`src/rtl/vga_rect_fill.sv`:
```
// vga_rect_fill: Avalon-MM master that paints a constant-brightness rectangle
// into the VGA adapter, one pixel write per point, programmed by the CPU
// through a small slave register file.
module vga_rect_fill #(
  parameter int          SCREEN_W = 160,
  parameter int          SCREEN_H = 120,
  parameter logic [31:0] PIX_ADDR = 32'd0
) (
  input  logic        clk,
  input  logic        reset,
  input  logic [2:0]  slave_address,
  input  logic        slave_read,
  output logic [31:0] slave_readdata,
  input  logic        slave_write,
  input  logic [31:0] slave_writedata,
  input  logic        master_waitrequest,
  output logic [31:0] master_address,
  output logic        master_write,
  output logic [31:0] master_writedata
);

  typedef enum logic [1:0] {IDLE, RUN, DONE} state_t;

  localparam logic [8:0] SCREEN_W9 = 9'(SCREEN_W);
  localparam logic [7:0] SCREEN_H8 = 8'(SCREEN_H);

  state_t      state_q, state_d;
  logic [7:0]  x0_q, w_q, b_q, col_q;
  logic [6:0]  y0_q, h_q, row_q;
  logic [14:0] pixCount_q;
  logic        done_q, fillActive_q, abortPend_q;
  logic [31:0] readData_q;

  logic        ctrlWr, startReq, clearReq, abortReq;
  logic [8:0]  pixX;
  logic [7:0]  pixY;
  logic        inBounds, accepted, stepOk, lastCol, lastPoint, sizeOk;

  // Register-file decode and the current pixel position / bus handshake.
  always_comb begin
    ctrlWr    = slave_write && (slave_address == 3'd0);
    startReq  = ctrlWr && slave_writedata[0];
    clearReq  = ctrlWr && slave_writedata[1];
    abortReq  = ctrlWr && slave_writedata[2];
    sizeOk    = (w_q != 8'd0) && (h_q != 7'd0);
    pixX      = {1'b0, x0_q} + {1'b0, col_q};
    pixY      = {1'b0, y0_q} + {1'b0, row_q};
    inBounds  = (pixX < SCREEN_W9) && (pixY < SCREEN_H8);
    master_write = (state_q == RUN) && inBounds;
    master_writedata = master_write ? {9'b0, pixY[6:0], pixX[7:0], b_q} : 32'd0;
    master_address = PIX_ADDR;
    accepted  = master_write && !master_waitrequest;
    // A clipped point costs exactly one cycle; a visible one waits for the slave.
    stepOk    = inBounds ? !master_waitrequest : 1'b1;
    lastCol   = (col_q == w_q - 8'd1);
    lastPoint = lastCol && (row_q == h_q - 7'd1);
  end

  // Next-state logic; an abort never abandons a write the slave is still stalling.
  always_comb begin
    state_d = state_q;
    case (state_q)
      IDLE: begin
        if (startReq) state_d = sizeOk ? RUN : DONE;
      end
      RUN: begin
        if ((abortReq || abortPend_q) && !(master_write && master_waitrequest))
          state_d = IDLE;
        else if (stepOk && lastPoint)
          state_d = DONE;
      end
      DONE: state_d = IDLE;
      default: state_d = IDLE;
    endcase
  end

  // State register plus the fill bookkeeping that follows it.
  always_ff @(posedge clk or posedge reset) begin
    if (reset) begin
      state_q      <= IDLE;
      col_q        <= 8'd0;
      row_q        <= 7'd0;
      pixCount_q   <= 15'd0;
      done_q       <= 1'b0;
      fillActive_q <= 1'b0;
      abortPend_q  <= 1'b0;
    end else begin
      state_q     <= state_d;
      abortPend_q <= (state_q == RUN) && (state_d == RUN) && (abortReq || abortPend_q);
      if (state_q == IDLE) begin
        fillActive_q <= (state_d == RUN);
      end else if (state_d == IDLE) begin
        fillActive_q <= 1'b0;
      end
      if (state_q == IDLE && startReq) begin
        col_q      <= 8'd0;
        row_q      <= 7'd0;
        pixCount_q <= 15'd0;
      end else begin
        if (accepted) pixCount_q <= pixCount_q + 15'd1;
        if (state_q == RUN && stepOk && !lastPoint) begin
          if (lastCol) begin
            col_q <= 8'd0;
            row_q <= row_q + 7'd1;
          end else begin
            col_q <= col_q + 8'd1;
          end
        end
      end
      if (state_q == IDLE && startReq) done_q <= 1'b0;
      else if (state_q == DONE)        done_q <= 1'b1;
      else if (clearReq)               done_q <= 1'b0;
    end
  end

  // Programmed geometry and brightness; frozen while a fill is in progress,
  // so the engine reads them directly instead of keeping a second copy.
  always_ff @(posedge clk or posedge reset) begin
    if (reset) begin
      x0_q <= 8'd0;
      y0_q <= 7'd0;
      w_q  <= 8'd0;
      h_q  <= 7'd0;
      b_q  <= 8'd0;
    end else if (slave_write && !fillActive_q) begin
      case (slave_address)
        3'd1: begin
          x0_q <= slave_writedata[7:0];
          y0_q <= slave_writedata[14:8];
        end
        3'd2: begin
          w_q <= slave_writedata[7:0];
          h_q <= slave_writedata[14:8];
        end
        3'd3: b_q <= slave_writedata[7:0];
        default: ;
      endcase
    end
  end

  // Registered read port: data appears the cycle after slave_read.
  always_ff @(posedge clk or posedge reset) begin
    if (reset) begin
      readData_q <= 32'd0;
    end else if (slave_read) begin
      case (slave_address)
        3'd0:    readData_q <= {30'd0, done_q, fillActive_q};
        3'd1:    readData_q <= {17'd0, y0_q, x0_q};
        3'd2:    readData_q <= {17'd0, h_q, w_q};
        3'd3:    readData_q <= {24'd0, b_q};
        3'd4:    readData_q <= {17'd0, pixCount_q};
        default: readData_q <= 32'd0;
      endcase
    end
  end

  assign slave_readdata = readData_q;

endmodule

```
`config.mk`:
```
export PLATFORM = sky130hd
export DESIGN_NAME = vga_rect_fill
export DESIGN_NICKNAME = d
export VERILOG_FILES = /design/src/rtl/vga_rect_fill.sv
export SDC_FILE = /design/constraint.sdc
export NUM_CORES = 1
export LEC_CHECK = 0
export CAP_MARGIN = 20
export CORE_UTILIZATION = 45
export CTS_CLUSTER_SIZE = 25
export DETAILED_ROUTE_END_ITERATION = 6
export PLACE_DENSITY_LB_ADDON = 0.1
export SLEW_MARGIN = 20
export SYNTH_ARGS = -nofsm -noshare
export SYNTH_HDL_FRONTEND = slang
export SYNTH_SLANG_ARGS = --single-unit
```
`constraint.sdc`:
```
create_clock -name clk -period 4.2 [get_ports clk]
set_input_delay 0.84 -clock clk [delete_from_list [all_inputs] [get_ports clk]]
set_output_delay 0.84 -clock clk [all_outputs]
set_load 0.05 [all_outputs]
```
# Yosys cells after proc, flatten, opt, wreduce, memory -nomap -nowiden
# Index checks and enable logic that the tools add are counted.
[classes] n_addsub=7 n_lt_le_gt_ge=2 eq_ne=9 mux=21 n_reduce_logical=37
[op_table] operator="$pmux W15 S5" count=1
[op_table] operator="$mux W15" count=2
[op_table] operator="$mux W8" count=3
[op_table] operator="$mux W23" count=1
[op_table] operator="$mux W7" count=3
[op_table] operator="$logic_and A1 B1 Y1" count=18
[op_table] operator="$add A15 B1 Y15 const B" count=1
[op_table] operator="$add A8 B8 Y9" count=1
[op_table] operator="$lt A9 B8 Y1 const B" count=1
[op_table] operator="$add A7 B7 Y8" count=1
[op_table] operator="$add A8 B1 Y8 const B" count=1
[op_table] operator="$eq A8 B8 Y1" count=1
[op_table] operator="$lt A8 B7 Y1 const B" count=1
[op_table] operator="$mux W2" count=4
[op_table] operator="$reduce_and A2 Y1" count=4
[op_table] operator="$reduce_bool A2 Y1" count=4
[op_table] operator="$reduce_bool A8 Y1" count=1
[op_table] operator="$sub A8 B1 Y8 const B" count=1
[op_table] operator="$add A7 B1 Y7 const B" count=1
[op_table] operator="$eq A7 B7 Y1" count=1
[op_table] operator="$reduce_bool A7 Y1" count=1
[op_table] operator="$sub A7 B1 Y7 const B" count=1
[op_table] operator="$eq A3 B2 Y1 const B" count=2
[op_table] operator="$mux W1" count=6
[op_table] operator="other kinds (10)" count=15
[totals] register_bits=105 in_bits=40 out_inout_bits=97 elab_cells=89

# Logic depth before layout (Yosys ltp)
[logic_depth] word_depth=12 depth_mapped=12 ltp_nobuf=11

# Worst setup path after synthesis
# OpenSTA, ideal clock, no wires.
[synth_path] kind="flip-flop to output port" from="reg col_q[0]" to="out master_writedata[18]" t_arrival_ps=3768 required_time_ps=3360 slack_ps=-408 stages_incl_launch_ff=11 path_buffers=2 cell_sequence="dfrtp_1 ha_1 fa_1 nand3_1 nand2_1 a211o_1 or3b_2 or3_4 buf_6 clkbuf_1 nor3_1"
[synth_via] elab_chain_cells=5
[synth_rtl] element="from (decl)" line="28" text="logic [7:0] x0_q, w_q, b_q, col_q;"
[synth_rtl] element="from (signal assigned)" line="106" text="col_q <= col_q + 8'd1;"
[synth_rtl] element="$add A8 B8 Y9" line="46" text="pixX = {1'b0, x0_q} + {1'b0, col_q};"
[synth_rtl] element="$lt A9 B8 Y1" line="48" text="inBounds = (pixX < SCREEN_W9) && (pixY < SCREEN_H8);"
[synth_rtl] element="$logic_and A1 B1 Y1" line="48"
[synth_rtl] element="$logic_and A1 B1 Y1" line="49" text="master_write = (state_q == RUN) && inBounds;"
[synth_rtl] element="$mux W23" line="50" text="master_writedata = master_write ? {9'b0, pixY[6:0], pixX[7:0], b_q} : 32'd0;"
[synth_rtl] element="to (decl)" line="19" text="output logic [31:0] master_writedata"
# No other way between the ends.

# Final worst setup path
[layout_path] from="reg x0_q[0]" to="out master_writedata[16]"
[layout_via] elab_chain_cells=5
[layout_rtl] element="from (decl)" line="28"
[layout_rtl] element="from (signal assigned)" line="128" text="x0_q <= slave_writedata[7:0];"
[layout_rtl] element="$add A8 B8 Y9" line="46"
[layout_rtl] element="$lt A9 B8 Y1" line="48"
[layout_rtl] element="$logic_and A1 B1 Y1" line="48"
[layout_rtl] element="$logic_and A1 B1 Y1" line="49"
[layout_rtl] element="$mux W23" line="50"
# No other way between the ends.

==> results.md <==
* Routed Antenna Nets at 0
* Setup Skew at around 5.9 ps
* # diodes at 0
* Max Fclk at 243 MHz
* CTS sink cnt at 88
* Layout cells sized above 1 at 0.171
* Rows at between 40 and 50
* Slew @ Worst Pin at roughly 820 ps
* First-pass GRT wire length at ~25000 um
* Non-filler cells, final at 905
* Largest net degree at the start of global routing at 48
* Reg clk slew, reported paths at 60 ps
* Initial Utilization at 0.460
* Netlist cell types at 66
* Outcome: complete, no violations
* Top cell type by total area after synthesis: dfrtp_1
* I/O pins at about 140
* Avg Cell Area, Syn at just over 9 um2
* PortBufs at 61
* Placed cells at roughly 890
* H-tree depth at 3
* Die height at ~120 um
* Maxcap violations at 0
* Die Area at 13900 um2
* RSZ-0062 raised after global routing: false
* Final design utilization at 0.540
* Placed cell area at between 6000 and 7000 um2
* Tcrit/Tclk final at 0.978
* Vias/cell at 5.57
* Post-synthesis sequential area ratio at 0.363
* Gr ovfl total at 0
* DIE WIDTH at 118 um
* Final #Nets at slightly below 800
* Initial antenna violation count at 0
* Top-count cell post-synth: dfrtp_1
* Max Root-Sink Buffers at 2
* GP Congestion at 0.862
* CP Launch Type: register
* Worst slew margin at 0.446
* Syn Inst Count at between 600 and 700
* Post-Syn Area at slightly above 6000 um2
* Crit. End Element: output pin
* DRC at 0
* Min Tclk post-route at 4110 ps
* Overall global routing resource usage at 0.227
* WP data arrival at between 3000 and 4000 ps
* Critical path type: register to output pin
* Clk Latency, worst-skew pair at 350 ps
* Post-DP HPWL at roughly 12000 um
* Synth area leaders: dfrtp_1, buf_4, mux2_2
* Power Dens Cells at between 600 and 700 nW/um2
* Initial DRC count at between 300 and 400
* CTS buffer count at 9
* Root buf cell: clkbuf_16
* Routed wire per std cell at 16.9 um
* Leakage at between 0.003 and 0.004 uW
* Area Growth Syn to Fin at 17.4%
* Final setup fails at 0
* First drt pass iteration count at 5
* Post-synth EDFFs at 0
* Worst Path Max Fanout at 5
* Slew Viols, Final at 0
* Hold Crit Class: register to register
* Post-synth ARST share at 1.00
* Synth Flop Type: dfrtp_1
* Number of global-route vias before repair at 4750
* CTS tree: done
* Worst Path Required at 3360 ps
* Worst vdd rail ir drop at 0.510 mV
* Final Instance Area at ~7000 um2
* Ys Warns at 0
* Commonest cells post-synth: dfrtp_1, buf_4, inv_1
* Total Routed Length at between 15000 and 20000 um
* Via count at between 5000 and 6000
* Number of hold violations in the final report at 0
* Core area at around 13000 um2
* Flops & latches, synth at roughly 90
* Top-area cell type share of the netlist area at 0.363
==> cell usage in the layout (no fill, tap or decap), types with 4 or more instances in the layout <==
cell type	instances
nand4_1	7
conb_1	58
a22oi_1	13
o31ai_1	15
buf_4	42
o22ai_1	18
and3_1	6
or3_1	8
o21ai_0	25
nor3_2	4
o211ai_1	8
mux2_2	32
nor3_1	8
inv_1	40
mux2i_1	13
o22a_1	6
a21oi_1	33
a211o_1	7
clkinvlp_4	4
nand2_1	30
nor2_1	33
nand2b_1	5
clkdlybuf4s50_1	37
dfrtp_1	87
nor3b_1	4
nand3_1	17
or4_1	15
xor2_1	6
nor2b_1	8
clkbuf_16	9
ha_1	17
and2_1	15
xnor2_1	21
==> critical path, stage by stage (launching register included) <==
cell	delay (ps)
dfrtp_2	430
ha_2	200
fa_2	360
nand3_2	100
nand2_2	90
a211o_1	300
or3b_2	480
or3_4	380
inv_4	90
buf_4	150
and2_1	160
buf_6	160
==> repair_timing <==
item,in CTS,in global routing
buffers inserted,1,3
hold buffers,0,0
pin swaps,1,3
endpoints found under the hold margin,0,0
resized for setup,11,16
setup endpoints to repair,24,23
==> where the power goes <==
group          switching, uW  internal (uW)  total, uW
registers                223           1000       1230
logic                   1460            917       2370
clock network            351            461        812
==> cell type report <==
| class | instances | area [um2] |
|---|---|---|
| inverters | 43 | 169 |
| fillers | 1225 | 6070 |
| multi-input cells | 499 | 3470 |
| clock buffers | 9 | 225 |
| clock inverters | 6 | 70.1 |
| flip-flops and latches | 88 | 2200 |
| repair buffers | 84 | 759 |
| well taps | 176 | 220 |
==> state kept, by name, indices dropped and copies added (netlist names) <==
register        cells
abortPend_q         1
fillActive_q        1
pixCount_q         15
done_q              1
slave_readdata     15
h_q                 7
row_q               7
state_q             2
y0_q                7
x0_q                8
col_q               8
w_q                 8
b_q                 8
==> logic make-up after synthesis <==
kind of cell	synth area share
compound gates	0.176
xor+xnor	0.0390
fa+ha+maj	0.0499
buf+inv	0.116
flops	0.363
mux	0.0809
other cells	0.000618
simple gates	0.175
==> per-stage QoR <==
step	total power [uW]	setup WS [ps]	hold slack, ps	TNS (ps)
2_1_floorplan	2840	-2.13	452	-6.38
3_3_place_gp	3390	179	484	0
3_5_place_dp	3440	131	497	0
4_1_cts	4300	1.71	504	0
5_1_grt	4660	6.20	522	0
6_report	4410	90.6	502	0
==> path summary, 6_finish.rpt <==
| check | start | cells past startpoint | slack, ps | to |
|---|---|---|---|---|
| max reg2reg | y0_q[0]$_DFFE_PP0P_ | 12 | 910 | row_q[4]$_DFFE_PP0P_ |
| max in group asynchronous | reset | 3 | 2650 | x0_q[0]$_DFFE_PP0P_ |
| min | state_q[0]$_DFF_PP0_ | 1 | 500 | done_q$_DFFE_PP0P_ |
| min reg2reg | state_q[0]$_DFF_PP0_ | 1 | 500 | done_q$_DFFE_PP0P_ |
| max | x0_q[0]$_DFFE_PP0P_ | 11 | 90 | master_writedata[16] |
| min in group asynchronous | reset | 2 | 700 | slave_readdata[10]$_DFFE_PP0P_ |
==> layer usage <==
layer | vias to the layer above | wire [um] | global-route usage
met3 | 19 | 694 | 0.0281
met4 | 0 | 240 | 0.0801
met5 | - | 0 | 0
met2 | 158 | 7140 | 0.361
li1 | 2408 | - | -
met1 | 2454 | 7260 | 0.317
(Power assumes the default switching activity.)
